### src/rtl/mem_loader_pkg.sv
// Shared definitions for the byte-stream memory loader: FSM state encoding and byte width.
package mem_loader_pkg;

  localparam int BYTE_W = 8;

  typedef enum logic [2:0] {
    ST_IDLE  = 3'd0,
    ST_HIGH  = 3'd1,
    ST_LOW   = 3'd2,
    ST_WRITE = 3'd3,
    ST_DONE  = 3'd4
  } state_t;

endpackage

### src/rtl/mem_loader.sv
// Assembles a high-byte-first byte stream into 16-bit words and writes them to consecutive
// addresses from 0, accumulating a wrap-around checksum; every output is registered.
module mem_loader
  import mem_loader_pkg::*;
#(
  parameter int WORDS      = 8,
  parameter int DATA_WIDTH = 16
) (
  input  logic                  clk_i,
  input  logic                  reset_i,
  input  logic                  start_i,
  input  logic                  abort_i,
  input  logic [WORDS-1:0]      count_i,
  input  logic [BYTE_W-1:0]     byte_i,
  input  logic                  byte_valid_i,
  output logic                  byte_ready_o,
  output logic [WORDS-1:0]      mem_addr_o,
  output logic [DATA_WIDTH-1:0] mem_data_o,
  output logic                  mem_write_en_no,
  output logic                  busy_o,
  output logic                  done_o,
  output logic [DATA_WIDTH-1:0] checksum_o
);

  state_t           state;
  logic [WORDS-1:0] remaining;

  always_ff @(posedge clk_i or posedge reset_i) begin
    if (reset_i) begin
      state           <= ST_IDLE;
      byte_ready_o    <= 1'b0;
      mem_write_en_no <= 1'b1;
      done_o          <= 1'b0;
      busy_o          <= 1'b0;
      mem_addr_o      <= '0;
      mem_data_o      <= '0;
      checksum_o      <= '0;
      remaining       <= '0;
    end else begin
      case (state)
        ST_IDLE: begin
          // abort_i outranks start_i even though it has nothing to cancel here
          if (start_i && !abort_i) begin
            state        <= ST_HIGH;
            mem_addr_o   <= '0;
            checksum_o   <= '0;
            remaining    <= count_i;
            byte_ready_o <= 1'b1;
            busy_o       <= 1'b1;
          end
        end

        ST_HIGH: begin
          if (abort_i) begin
            state        <= ST_IDLE;
            byte_ready_o <= 1'b0;
            busy_o       <= 1'b0;
          end else if (byte_valid_i) begin
            mem_data_o[DATA_WIDTH-1 -: BYTE_W] <= byte_i;
            state <= ST_LOW;
          end
        end

        ST_LOW: begin
          if (abort_i) begin
            state        <= ST_IDLE;
            byte_ready_o <= 1'b0;
            busy_o       <= 1'b0;
          end else if (byte_valid_i) begin
            mem_data_o[BYTE_W-1:0] <= byte_i;
            state           <= ST_WRITE;
            byte_ready_o    <= 1'b0;
            mem_write_en_no <= 1'b0;
          end
        end

        ST_WRITE: begin
          // The write strobe spans this whole cycle, so an abort here still commits the word.
          mem_write_en_no <= 1'b1;
          checksum_o      <= checksum_o + mem_data_o;
          if (abort_i) begin
            state  <= ST_IDLE;
            busy_o <= 1'b0;
          end else if (remaining == '0) begin
            state  <= ST_DONE;
            done_o <= 1'b1;
            busy_o <= 1'b0;
          end else begin
            state        <= ST_HIGH;
            mem_addr_o   <= mem_addr_o + WORDS'(1);
            remaining    <= remaining - WORDS'(1);
            byte_ready_o <= 1'b1;
          end
        end

        ST_DONE: begin
          done_o <= 1'b0;
          state  <= ST_IDLE;
        end

        default: begin
          state           <= ST_IDLE;
          byte_ready_o    <= 1'b0;
          mem_write_en_no <= 1'b1;
          done_o          <= 1'b0;
          busy_o          <= 1'b0;
        end
      endcase
    end
  end

endmodule
### config.mk
export PLATFORM = sky130hd
export DESIGN_NAME = mem_loader
export DESIGN_NICKNAME = d
export VERILOG_FILES = /design/src/rtl/mem_loader_pkg.sv /design/src/rtl/mem_loader.sv
export SDC_FILE = /design/constraint.sdc
export NUM_CORES = 1
export LEC_CHECK = 0
export BUFFER_PORTS_ARGS = -buffer_cell sky130_fd_sc_hd__clkbuf_2
export CAP_MARGIN = 10
export CORE_MARGIN = 3
export CORE_UTILIZATION = 52
export CTS_BUF_LIST = sky130_fd_sc_hd__clkbuf_4 sky130_fd_sc_hd__clkbuf_8
export DETAILED_ROUTE_END_ITERATION = 6
export GPL_ROUTABILITY_DRIVEN = 0
export GPL_TIMING_DRIVEN = 0
export PLACE_DENSITY = 0.84
export SLEW_MARGIN = 10
export SYNTH_ARGS = -nofsm -noshare
export SYNTH_HDL_FRONTEND = slang
export SYNTH_SLANG_ARGS = --single-unit
export TNS_END_PERCENT = 100
### constraint.sdc
create_clock -name clk_i -period 2.36 [get_ports clk_i]
set_clock_uncertainty 0.2 [all_clocks]
set_input_delay 0.354 -clock clk_i [delete_from_list [all_inputs] [get_ports clk_i]]
set_output_delay 0.354 -clock clk_i [all_outputs]
set_load 0.01 [all_outputs]
==> run_results.csv <==
group,metric,value,unit
run_status,status,"complete, but fails checks",
clock_tree,clkTransAtPathRegs,110,ps
power,ir_worst_vdd,0.456,mV
timing,hold_violations,0,
worst_setup_path,r2r_cells,7,
worst_setup_path,cp.arrival,2540,ps
logic_synthesis,synthTopCellsByArea,"dfrtp_1 41%, ha_1 6.9%, mux2_2 5.5%, a21oi_1 4.0%, o21ai_0 3.8%",
logic_synthesis,yosysTopAreaCell,"dfrtp_1",
worst_setup_path,critPathMaxFanout,6,
layout,drive_gt1_share,34.0,%
layout,stdcell_area,4070,um^2
logic_synthesis,synth_area,3290,um^2
logic_synthesis,synth_edf_count,0,
timing,fin_crit_sh,108,%
worst_setup_path,r2r_start,"mem_data_o[4]$_DFFE_PP0P_",
clock_tree,cts_tree,"built",
logic_synthesis,ys_seq_elements,55,
drt,drt.antenna.violating_nets,0,
layout,n_antenna_cell,0,
worst_setup_path,r2r_setup_slack,-180,ps
global_routing,grt_pass1_wl,13900,um
drt,drt-vias-per-instance,6.17,
floorplan,pin_count,65,
worst_hold_path,worstHoldStart,"byte_i[5]",
clock_tree,cts_buffers,5,
logic_synthesis,yosys.cell_types.count,68,
global_routing,grtUsageTotal,23.5,%
drt,first_pass_iters,5,
power,power_density,784,nW/um^2
logic_synthesis,synthCells,335,
worst_hold_path,worstHoldEndpoint,"mem_data_o[5]$_DFFE_PP0P_",
timing,min_period,2540,ps
clock_tree,cts-root-buf,"clkbuf_8",
drt,drc_errors,0,
global_routing,met3_usage,3.84,%
placed_design,port_buffers,64,
power,p_total,0.00319,W
logic_synthesis,syn_avg_cell_area,9.81,um^2
logic_synthesis,syn_nets,375,
clock_tree,clock_latency,320,ps
floorplan,die_h,85.5,um
timing,drv_slew,0,
power,p_leak,1.88,nW
worst_setup_path,crit_required,2360,ps
global_routing,antenna_found_initial,0,
clock_tree,ctsHtreeMaxLevel,2,
logic_synthesis,synthArstFlopShare,100,%
global_routing,grt_pass1_vias,2854,
floorplan,core,6030,um^2
logic_synthesis,ys_warn_count,0,
placed_design,dp_hpwl,6050,um
worst_setup_path,worstSetupStartpointType,"flop",
timing,setup_ws,-180,ps
layout,final_nets,455,
global_routing,met1_usage,31.3,%
logic_synthesis,seq_area_frac_synth,41.9,%
layout,area_delta_synth_final,23.8,%
drt,drt_iter0_drc,216,
floorplan,die_area,7310,um^2
floorplan,fp.dieW,85.5,um
timing,final-setup-viol-count,5,
timing,tightestPinTransition,736,ps
run_status,failed_checks,"negative setup slack",
clock_tree,clock_sinks,55,
worst_setup_path,timing.rr.end,"checksum_o[10]$_DFFE_PP0P_",
timing,tns,-404,ps
worst_hold_path,hp-class,"input port to flop",
timing,fmax,394,MHz
timing,rsz0062_at_grt,"yes",
drt,wl,8720,um
global_routing,grtUsageMet2,40.2,%
flow_run,maxCapViolations,0,
logic_synthesis,synthFlopType,"dfrtp_1",
timing,maxSlewHeadroom,50.7,%
logic_synthesis,netlist.area_leader.share,41.1,%
worst_setup_path,crit_type,"flop to flop",
worst_hold_path,min_path_cells,2,
drt,vias,3024,
worst_setup_path,end_kind,"flop",
drt,routedWlPerCell,17.8,um
global_routing,grt_max_degree,32,
global_routing,top_usage_layer,"met2",
clock_tree,cts.path.max_buffers,2,
floorplan,start_util,54.5,%
placed_design,placed_cell_area,3730,um^2
global_routing,grt-ovfl-total,0,
floorplan,rows,28,
-- synth_stat cells, types with 2 or more instances --
master,count
nor4_1,3
a32o_1,2
mux2_2,16
a21boi_0,3
mux2i_1,2
o211ai_2,2
nor3b_1,2
o22ai_1,3
ha_1,18
inv_1,13
a22o_1,2
nand2b_1,3
nor2_1,18
o21a_1,3
nor3_2,2
nand4_1,5
clkbuf_1,9
nor3_1,11
xor2_1,3
nor2b_1,2
a21oi_1,26
xnor2_1,9
or3_1,5
dfrtp_1,54
o21ai_0,25
o31ai_1,2
nand2_1,30
buf_2,4
o211ai_1,3
nand3b_1,4
o21ai_1,4
and3_1,3
a21o_1,5
nand3_1,4
o31a_1,2
-- registers in the layout, indices dropped and copies added, names as in the netlist --
signal           count
busy_o               1
byte_ready_o         1
checksum_o          16
done_o               1
mem_addr_o           8
mem_data_o          16
mem_write_en_no      1
remaining            8
state                3
-- power breakdown --
group | switching (W) | internal [W] | total (W) | leakage, nW
clock network | 0.000324 | 0.000237 | 0.000561 | 0.0477
logic | 0.000690 | 0.000574 | 0.00126 | 1.12
registers | 0.000225 | 0.00114 | 0.00137 | 0.712
-- cell type report --
type	instances	area, um^2
Inverter	13	48.8
Fill cell	474	1960
Sequential cell	55	1380
Tap cell	75	93.8
Clock inverter	1	8.76
Timing Repair Buffer	74	410
Clock buffer	6	82.6
Multi-Input combinational cell	254	2000
Buffer	12	50.0
-- metrics by stage --
step / util [%] / std cells / hold slack, ps / setup WS [ps]
5_1_grt: 67.5 / 490 / 80.8 / -267
4_1_cts: 65.1 / 488 / 80.0 / -110
3_5_place_dp: 61.9 / 475 / 226 / -188
3_3_place_gp: 61.6 / 474 / 260 / -204
2_1_floorplan: - / 335 / 279 / 0.823
6_report: 67.5 / 490 / 76.4 / -180
-- cells in the final DEF, fill, tap and decap left out, types with 4 or more instances in the layout --
cell and instances:
nand4_1 5, ha_1 9, nand2_1 29, or3_1 5, buf_2 4, a21oi_2 4
nor2_1 17, o21ai_0 24, a21o_1 5, clkbuf_2 64, mux2_2 16, a21oi_1 23
clkbuf_1 8, clkbuf_8 6, o21ai_1 4, dfrtp_1 53, nor3_1 11, buf_4 8
ha_4 7, inv_1 11, xnor2_1 9, nand3b_1 4
-- layer usage --
layer | wire, um | part of all wire, %
met1 | 3630 | 42
met2 | 4360 | 50
met3 | 577 | 6.6
met4 | 152 | 1.7
met5 | 0 | 0
-- worst max-delay path: stages, from the launching register on --
cell	delay [ps]
dfrtp_1	440
ha_4	300
a21o_1	200
a21oi_2	310
a211oi_4	130
o31a_1	280
or3_1	310
a32o_1	260
-- cells by family (layout without fill, tap and decap cells) --
| family | count (synthesis) | after routing | share of synthesized area (%) |
|---|---|---|---|
| mux | 18 | 18 | 6.09 |
| buf+inv | 26 | 106 | 3.12 |
| compound gates | 101 | 101 | 21.3 |
| xor+xnor | 12 | 12 | 3.20 |
| simple gates | 103 | 103 | 16.6 |
| fa+ha+maj | 20 | 20 | 7.77 |
| flops | 55 | 55 | 41.9 |
-- how the worst max path moves through the flow --
stage | end | startpoint
finish | checksum_o[10]$_DFFE_PP0P_ | mem_data_o[4]$_DFFE_PP0P_
floorplan | checksum_o[14]$_DFFE_PP0P_ | checksum_o[0]$_DFFE_PP0P_
detailed placement | checksum_o[14]$_DFFE_PP0P_ | mem_data_o[0]$_DFFE_PP0P_
global placement | checksum_o[12]$_DFFE_PP0P_ | reset_i
CTS | checksum_o[14]$_DFFE_PP0P_ | mem_data_o[0]$_DFFE_PP0P_
global route | checksum_o[14]$_DFFE_PP0P_ | mem_data_o[1]$_DFFE_PP0P_
-- timing repair --
action                                  4_1_cts  5_1_grt
pin swaps                                     2       15
buffers inserted                              5        4
endpoints found under the hold margin        23        0
gates resized for setup                      12       20
hold buffers                                  1        0
endpoints found under the setup margin        7       11
Power figures use the tool's default switching activity.
